--- config.mk ---
export PLATFORM = sky130hd
export DESIGN_NAME = collision_driver
export DESIGN_NICKNAME = d
export VERILOG_FILES = /design/src/rtl/collision_pkg.sv /design/src/rtl/ci_issue.sv /design/src/rtl/collision_driver.sv
export SDC_FILE = /design/constraint.sdc
export NUM_CORES = 2
export LEC_CHECK = 0
export BUFFER_PORTS_ARGS = -buffer_cell sky130_fd_sc_hd__buf_4
export CORE_AREA = 4 4 274 276
export CTS_CLUSTER_DIAMETER = 80
export DETAILED_ROUTE_END_ITERATION = 8
export DIE_AREA = 0 0 278 280
export PLACE_DENSITY_LB_ADDON = 0.12
export REMOVE_ABC_BUFFERS = 1
export SETUP_SLACK_MARGIN = 0.05
export SLEW_MARGIN = 20
export SYNTH_ARGS = -nofsm -noshare
export SYNTH_HDL_FRONTEND = slang
export SYNTH_SLANG_ARGS = --single-unit
--- constraint.sdc ---
create_clock -name clk_i -period 3.35 [get_ports clk_i]
set_input_delay 0.1675 -clock clk_i [delete_from_list [all_inputs] [get_ports clk_i]]
set_output_delay 0.1675 -clock clk_i [all_outputs]
set_load 0.01 [all_outputs]
--- src/rtl/collision_pkg.sv ---
// collision_pkg: shared encodings for the collision-search instruction driver
// Holds instruction-select codes, message geometry and driver FSM states.
package collision_pkg;
    localparam int MSG_W = 512;
    localparam int PAIRS = 8;
    typedef enum logic [2:0] {
        CI_BASE    = 3'd0,
        CI_START   = 3'd1,
        CI_RESULT  = 3'd2,
        CI_FOUND   = 3'd3,
        CI_DIGESTS = 3'd4
    } ci_op_e;
    typedef enum logic [2:0] {
        S_IDLE, S_LOAD, S_START, S_WAIT, S_POLL, S_FETCH, S_COUNT, S_RESP
    } state_e;
endpackage

--- src/rtl/ci_issue.sv ---
// ci_issue: one-instruction custom-instruction handshake unit
// Ports: clk_i/rst_ni clock and async active-low reset; req_i/n_i/a_i/b_i request held
// until done_o; ci_start_o/ci_n_o/ci_dataa_o/ci_datab_o/ci_done_i/ci_result_i instruction
// side; done_o/result_o completion of the outstanding request.
module ci_issue
    import collision_pkg::*;
(
    input  logic        clk_i,
    input  logic        rst_ni,
    input  logic        req_i,
    input  logic [2:0]  n_i,
    input  logic [31:0] a_i,
    input  logic [31:0] b_i,
    output logic        ci_start_o,
    output logic [2:0]  ci_n_o,
    output logic [31:0] ci_dataa_o,
    output logic [31:0] ci_datab_o,
    input  logic        ci_done_i,
    input  logic [31:0] ci_result_i,
    output logic        done_o,
    output logic [31:0] result_o
);
    logic        busy_q, busy_d;
    logic [2:0]  n_q;
    logic [31:0] a_q, b_q;
    // Start fires only when nothing is outstanding, so the next issue lands the cycle after done.
    assign ci_start_o = req_i & ~busy_q;
    // Done is honoured only for an instruction in flight; stray done pulses are dropped.
    assign done_o     = (ci_start_o | busy_q) & ci_done_i;
    assign result_o   = ci_result_i;
    assign busy_d     = busy_q ? ~ci_done_i : ci_start_o & ~ci_done_i;
    // Operands come straight from the request in the start cycle, then from the held copy.
    assign ci_n_o     = busy_q ? n_q : ci_start_o ? n_i : CI_BASE;
    assign ci_dataa_o = busy_q ? a_q : ci_start_o ? a_i : 32'd0;
    assign ci_datab_o = busy_q ? b_q : ci_start_o ? b_i : 32'd0;
    always_ff @(posedge clk_i or negedge rst_ni) begin
        if (!rst_ni) begin
            busy_q <= 1'b0;
            n_q    <= CI_BASE;
            a_q    <= 32'd0;
            b_q    <= 32'd0;
        end else begin
            busy_q <= busy_d;
            if (ci_start_o) begin
                n_q <= n_i;
                a_q <= a_i;
                b_q <= b_i;
            end
        end
    end
endmodule

--- src/rtl/collision_driver.sv ---
// collision_driver: runs one collision-search job over the custom-instruction interface
// Ports: clk_i/reset_n_i clock and async active-low reset; cmd_* job request (message,
// target); abort_i stops polling; ci_* instruction-side signals; rsp_* valid/ready result.
module collision_driver
    import collision_pkg::*;
#(
    parameter int unsigned POLL_INTERVAL = 16,
    parameter int unsigned MAX_POLLS     = 0
) (
    input  logic             clk_i,
    input  logic             reset_n_i,
    input  logic             cmd_valid_i,
    output logic             cmd_ready_o,
    input  logic [MSG_W-1:0] cmd_message_i,
    input  logic [31:0]      cmd_target_i,
    input  logic             abort_i,
    output logic             ci_clk_en_o,
    output logic             ci_start_o,
    output logic [2:0]       ci_n_o,
    output logic [31:0]      ci_dataa_o,
    output logic [31:0]      ci_datab_o,
    input  logic             ci_done_i,
    input  logic [31:0]      ci_result_i,
    output logic             rsp_valid_o,
    input  logic             rsp_ready_i,
    output logic             rsp_found_o,
    output logic [31:0]      rsp_counter_o,
    output logic [31:0]      rsp_digests_o
);
    localparam int WW = $clog2(POLL_INTERVAL + 1);
    state_e           state_q, state_d;
    logic [MSG_W-1:0] msg_q, msg_d;
    logic [31:0]      target_q, target_d, polls_q, polls_d, polls_inc;
    logic [31:0]      counter_q, counter_d, digests_q, digests_d;
    logic [2:0]       k_q, k_d;
    logic [WW-1:0]    wait_q, wait_d;
    logic             abort_q, abort_d, found_q, found_d;
    logic             req, done, abort_now, timeout;
    logic [2:0]       n_req;
    logic [31:0]      a_req, b_req, result;
    logic [8:0]       hi;
    ci_issue u_issue (
        .clk_i      (clk_i),
        .rst_ni     (reset_n_i),
        .req_i      (req),
        .n_i        (n_req),
        .a_i        (a_req),
        .b_i        (b_req),
        .ci_start_o (ci_start_o),
        .ci_n_o     (ci_n_o),
        .ci_dataa_o (ci_dataa_o),
        .ci_datab_o (ci_datab_o),
        .ci_done_i  (ci_done_i),
        .ci_result_i(ci_result_i),
        .done_o     (done),
        .result_o   (result)
    );
    assign ci_clk_en_o   = reset_n_i;
    assign cmd_ready_o   = state_q == S_IDLE;
    assign rsp_valid_o   = state_q == S_RESP;
    assign rsp_found_o   = found_q;
    assign rsp_counter_o = counter_q;
    assign rsp_digests_o = digests_q;
    // Pair k occupies msg[511-64k -: 64], A word first.
    assign hi        = 9'd511 - {k_q, 6'd0};
    assign abort_now = abort_q | abort_i;
    assign polls_inc = &polls_q ? polls_q : polls_q + 32'd1;
    assign timeout   = (MAX_POLLS != 0) && (polls_inc == MAX_POLLS);
    always_comb begin
        state_d   = state_q;
        msg_d     = msg_q;
        target_d  = target_q;
        polls_d   = polls_q;
        counter_d = counter_q;
        digests_d = digests_q;
        k_d       = k_q;
        wait_d    = wait_q;
        abort_d   = abort_q;
        found_d   = found_q;
        req       = 1'b0;
        n_req     = CI_BASE;
        a_req     = 32'd0;
        b_req     = 32'd0;
        case (state_q)
            S_IDLE: if (cmd_valid_i) begin
                msg_d     = cmd_message_i;
                target_d  = cmd_target_i;
                k_d       = 3'd0;
                polls_d   = 32'd0;
                abort_d   = 1'b0;
                found_d   = 1'b0;
                counter_d = 32'd0;
                digests_d = 32'd0;
                state_d   = S_LOAD;
            end
            S_LOAD: begin
                req   = 1'b1;
                a_req = msg_q[hi -: 32];
                b_req = msg_q[hi - 9'd32 -: 32];
                if (done) begin
                    k_d     = k_q + 3'd1;
                    state_d = k_q == 3'(PAIRS - 1) ? S_START : S_LOAD;
                end
            end
            S_START: begin
                req   = 1'b1;
                n_req = CI_START;
                a_req = target_q;
                if (done) begin
                    wait_d  = '0;
                    state_d = S_WAIT;
                end
            end
            S_WAIT: begin
                abort_d = abort_now;
                if (wait_q == WW'(POLL_INTERVAL - 1)) state_d = abort_now ? S_COUNT : S_POLL;
                else wait_d = wait_q + 1'b1;
            end
            S_POLL: begin
                abort_d = abort_now;
                req     = 1'b1;
                n_req   = CI_FOUND;
                if (done) begin
                    polls_d = polls_inc;
                    wait_d  = '0;
                    // A hit wins over both a pending abort and the poll limit.
                    state_d = result[0] ? S_FETCH : (abort_now || timeout) ? S_COUNT : S_WAIT;
                end
            end
            S_FETCH: begin
                req   = 1'b1;
                n_req = CI_RESULT;
                if (done) begin
                    counter_d = result;
                    found_d   = 1'b1;
                    state_d   = S_COUNT;
                end
            end
            S_COUNT: begin
                req   = 1'b1;
                n_req = CI_DIGESTS;
                if (done) begin
                    digests_d = result;
                    state_d   = S_RESP;
                end
            end
            S_RESP: if (rsp_ready_i) state_d = S_IDLE;
            default: state_d = S_IDLE;
        endcase
    end
    always_ff @(posedge clk_i or negedge reset_n_i) begin
        if (!reset_n_i) begin
            state_q   <= S_IDLE;
            msg_q     <= '0;
            target_q  <= 32'd0;
            polls_q   <= 32'd0;
            counter_q <= 32'd0;
            digests_q <= 32'd0;
            k_q       <= 3'd0;
            wait_q    <= '0;
            abort_q   <= 1'b0;
            found_q   <= 1'b0;
        end else begin
            state_q   <= state_d;
            msg_q     <= msg_d;
            target_q  <= target_d;
            polls_q   <= polls_d;
            counter_q <= counter_d;
            digests_q <= digests_d;
            k_q       <= k_d;
            wait_q    <= wait_d;
            abort_q   <= abort_d;
            found_q   <= found_d;
        end
    end
endmodule

# After elaboration in Yosys (flattened, before gate mapping)
# Index checks and enable logic that the tools add are counted.
# W data, S select, Z words.
# op_classes
add_sub_neg	4
n_eq_ne	19
n_shift	2
mux	38
n_bitwise	7
reduce_logical	16
# ops
op	n
$shiftx A543 B10 Y32	2
$mux W32	7
$pmux W32 S2	3
$mux W3	14
$pmux W3 S8	1
$ne A2 B2 Y1 const B	8
$eq A3 B3 Y1 const B	5
$pmux W3 S4	1
$reduce_and A3 Y1	4
$mux W5	2
$pmux W5 S2	1
$reduce_bool A2 Y1	5
$sub A9 B6 Y9 const B	1
$sub A9 B9 Y9 const A	1
$reduce_and A8 Y1	1
$eq A3 B2 Y1 const B	2
$pmux W3 S2	1
$add A5 B1 Y5 const B	1
$eq A5 B4 Y1 const B	1
$reduce_or A5 Y1	1
$mux W1	4
$mux W2	2
$ne A2 B1 Y1 const B	2
$pmux W1 S2	2
8 further kinds	14
# totals
register_bits	689
in_bits	582
output_inout_bits	136

# Logic depth before layout (Yosys ltp)
# logic_depth
word_depth	8
depth_mapped	8

# Modules after synthesis
# Synthesis repeated with hierarchy kept, for this count alone.
# unflattened
hier_cells	3352
area_unflattened_um2	31989.4
# by_module_without_submodules
module	n_inst	cells_per_inst	area_per_inst_um2	seq_area_each_um2
collision_driver	1	3091	28483.6	15539.9
ci_issue	1	261	3505.9	1701.6

# Worst setup path after synthesis
# No wires, ideal clock.
# synth_timing
path_kind	reg-to-reg
startpoint	register wait_q[0]
endpoint	register state_q[0]
setup_time_ns	0.125
arrival_time_ns	1.798
required_ns	3.225
slack_ns	1.428
path_stages_with_launch	8
path_cell_list	dfrtp_1 -> ha_1 -> and3_1 -> ha_1 -> nand4bb_1 -> o311a_1 -> o21ai_0 -> mux2_2
# synth_via
elab_chain_cells	3
# synth_lines
item	line	text
start: declaration	collision_driver.sv:36	logic [WW-1:0] wait_q, wait_d;
start signal: assignment	collision_driver.sv:171	wait_q <= wait_d;
$eq A5 B4 Y1	collision_driver.sv:116	if (wait_q == WW'(POLL_INTERVAL - 1)) state_d = abort_now ? S_COUNT : S_POLL;
$ne A2 B2 Y1 (no line)	-	
$reduce_and A8 Y1 (no line)	-	
end signal: assignment	collision_driver.sv:164	state_q <= state_d;
end: declaration	collision_driver.sv:31	state_e state_q, state_d;
# Every way passes these cells.
# A chain may end at the register's enable or synchronous reset.

# Worst setup path in the final report
# layout_timing
startpoint	register k_q[1]
endpoint	output ci_dataa_o[13]
# layout_via
elab_chain_cells	5
# layout_lines
item	line	text
start: declaration	collision_driver.sv:35	logic [2:0] k_q, k_d;
start signal: assignment	collision_driver.sv:170	k_q <= k_d;
$sub A9 B9 Y9	collision_driver.sv:65	assign hi = 9'd511 - {k_q, 6'd0};
$shiftx A543 B10 Y32	collision_driver.sv:98	a_req = msg_q[hi -: 32];
$pmux W32 S2	collision_driver.sv:84	case (state_q)
$mux W32 (2 in a row)	ci_issue.sv:34	assign ci_dataa_o = busy_q ? a_q : ci_start_o ? a_i : 32'd0;
end: declaration	collision_driver.sv:20	output logic [31:0] ci_dataa_o,
# Every way passes these cells.

==> key figures <==
Outcome
  • Run status: completed

CTS
  • CTS clock-pin slew for the worst setup and hold paths: 0.06 ns
  • Post-cts sizing count: 0
  • Worst-skew pair later-pin latency: about 0.62 ns
  • Root Buffer: clkbuf_16
  • Clock buffer depth: 3
  • CTS tree: built
  • Post-CTS setup buffer count: 0
  • Inserted Clock Buffers: 77
  • H-tree depth: 3
  • Clk sinks: 689

Final layout
  • Synth-to-layout area growth: 46.4%
  • Most frequent cells in the layout: 748 x buf_4, 684 x dfrtp_1, 580 x dlygate4sd3_1
  • Share of post-route cells with drive strength above 1: 0.362
  • Final cell count without fillers: 4727
  • Fin util: 0.636
  • Final nets: approximately 4300
  • Most common cell after layout, fill and taps aside: buf_4

Global routing
  • Total GRT Usage: 0.270
  • Initial antenna violation count: 28
  • Via count of the first global-routing pass: roughly 27000
  • Largest net degree at the start of global routing: 98
  • Total gr overflow: 0
  • First-pass GRT wire length: 163000 um

Critical path
  • Worst R2R Setup Slack: 0.83 ns
  • CP startpoint kind: flop
  • Critical Path AT: between 2 and 3 ns
  • RR Startpoint: state_q[2]
  • CP Data Required Time: between 3 and 4 ns
  • Cells on worst reg2reg path: 6
  • Crit path capture type: output port
  • Critical R2R Capture: rsp_counter_o[16]
  • Worst Path Max Fanout: 36
  • WS Path Type: reg2out

Routing
  • DR WL/cell: about 23 um
  • Drt first pass iters: 7
  • Initial drt markers: between 1500 and 2000
  • Routed Wire Length: 108000 um
  • Via Count: 25095
  • Drt via density: 5.31
  • DRC: 0
  • Post-DRT Antenna Nets: 0

Placed design
  • IO Port Bufs: approximately 700
  • # placed instances: 3980
  • Detail Placement HPWL: roughly 71000 um
  • Worst slack at placement: 0.828 ns
  • Routability Congestion: ~0.86

STA
  • RSZ-0062 raised after global routing: false
  • Fmax: between 0.3 and 0.4 GHz
  • Skew final: between 0.02 and 0.025 ns
  • Final Critical Period: approximately 3.2 ns
  • Worst slew margin: 0.320
  • Final worst slack: 0.195 ns
  • # setup viols final: 0
  • Worst Tran Pin Value: 1.02 ns
  • Final Slew Violations: 0
  • Final period utilization: 0.942
  • Final Hold Fails: 0

Power and ir drop
  • Pint: 0.0253 W
  • Worst VDD drop: 0.000478 V
  • Leakage: roughly 21 nW
  • Switching power share of the total: 0.348
  • Combinational share of power: 0.407
  • NetSw: around 0.014 W
  • Seq pwr share: 0.376
  • PwrDens: around 840 nW/um2
  • Clock share of power: 0.217

Yosys
  • Post-synthesis mux area share: 0.279
  • Mapped cell area: ~32000 um2
  • Largest family of logic cells by synthesized area: multiplexers
  • Synthesized area per cell: approximately 13 um2
  • Syn Inst Count: approximately 2400
  • Synth Area in Simple Gates: 0.0657
  • Dominant cell type by area after synthesis: dfrtp_1
  • Compound-Gate Fraction of Synth Area: 0.0648
  • Post-Synth XOR/XNOR Area: 0.000555
  • Synth top area cells: dfrtp_1 55%, mux2_2 14%, mux2i_1 6.1%
  • Netlist cell types: 45
  • Top cell type's share of synthesized area: 0.547
  • Synth Register Bits: about 690
  • Synth async-reset ratio: 1.00
  • Adder-Cell Fraction of Synth Area: 0.00159
  • Main synth FF type: dfrtp_1
  • EDFF count, synth: 0
  • Sequential element share of the synthesized area: 0.547
  • Synth warnings: 0

Floorplanning
  • Core area: 72600 um2
  • Num rows: 99
  • Die area: 77800 um2
  • I/O Pins: roughly 700
  • Chip height: 280 um
  • Initial core utilization: 0.434
  • Die width: about 280 um

Min path
  • Hold depth: 4
  • HP Start: cmd_valid_i
  • WHS Endpoint: abort_q
  • Hold Path Class: in2reg

Flow run
  • Max_cap viols: 0
==> metal layers <==
metal	share of wire	GRT usage
met1	0.39	0.334
met2	0.50	0.464
met3	0.063	0.0562
met4	0.043	0.110
met5	0.00051	0
==> synth_stat cells, types with 26 or more instances <==
cell        n
a22o_1     36
a22oi_1   111
buf_2      26
buf_6      58
clkbuf_1   75
dfrtp_1   689
mux2_1    143
mux2_2    403
mux2i_1   193
mux4_2     32
nand2_1   314
nand2b_1   34
nand3_1    68
nor2b_1    27
o211ai_1   51
o21ai_0    40
==> registers in the layout (all words and copies together) (netlist names), 5 cells and up <==
signal and cells:
rsp_counter_o 32, u_issue.a_q 32, wait_q 5, msg_q 512
target_q 32, u_issue.b_q 32, rsp_digests_o 32
==> logic make-up (layout without fill, tap and decap cells) <==
family          count (synthesis)  after routing
flops                         689            689
simple gates                  470            470
buf+inv                       199           1519
other cells                     0             25
mux                           771            771
fa+ha+maj                       4              4
xor+xnor                        2              2
compound gates                288            288
==> power groups by stage <==
stage	logic, W	registers, W	clock network, W
after floorplan	0.00948	0.0143	0
after global placement	0.0150	0.0145	0
after detailed placement	0.0153	0.0147	0
after CTS	0.0159	0.0146	0.00859
after global routing	0.0171	0.0151	0.00894
final	0.0158	0.0146	0.00842
==> repair_timing <==
item	in CTS	in global routing
setup endpoints to repair	0	0
hold endpoints to repair	688	0
hold buffers	580	0
==> worst max-delay path, stage by stage (launching register included) <==
cell and delay (ns):
dfrtp_2 0.54, buf_4 0.54, nor2b_4 0.31, buf_12 0.29, a22oi_1 0.14, nand3_1 0.17, o211ai_1 0.13, buf_4 0.19
==> stage by stage <==
stage                     setup TNS, ns  power, W  cell area, um2  hold slack (ns)
after floorplan                -2716.12    0.0237           30300           -0.128
after global placement                0    0.0295           37800            0.301
after global routing                  0    0.0412           46200           0.0710
after CTS                             0    0.0391           46100           0.0418
after detailed placement              0    0.0300           37800            0.299
final                                 0    0.0389           46200           0.0836
==> how the worst max path moves through the flow <==
stage | from | depth (start not counted) | slack, ns | endpoint
after floorplan | state_q[1] | 4 | -5.27 | rsp_counter_o[0]
after global placement | k_q[1] | 7 | 0.86 | ci_dataa_o[15]
after detailed placement | k_q[1] | 7 | 0.83 | ci_dataa_o[13]
after CTS | k_q[1] | 7 | 0.16 | ci_dataa_o[13]
after global routing | k_q[1] | 7 | 0.09 | ci_dataa_o[15]
final | k_q[1] | 7 | 0.19 | ci_dataa_o[13]
==> cell type report <==
cell class                 instances  area [um2]
clock inverter                    33         297
inverter                          20        75.1
fill                            5423       26400
antenna                           25        62.6
clock buffer                     109        2230
sequential                       689       17300
tap                              959        1200
timing repair buffer            1357       12000
multi-input combinational       1535       13000
(Power assumes the default switching activity.)
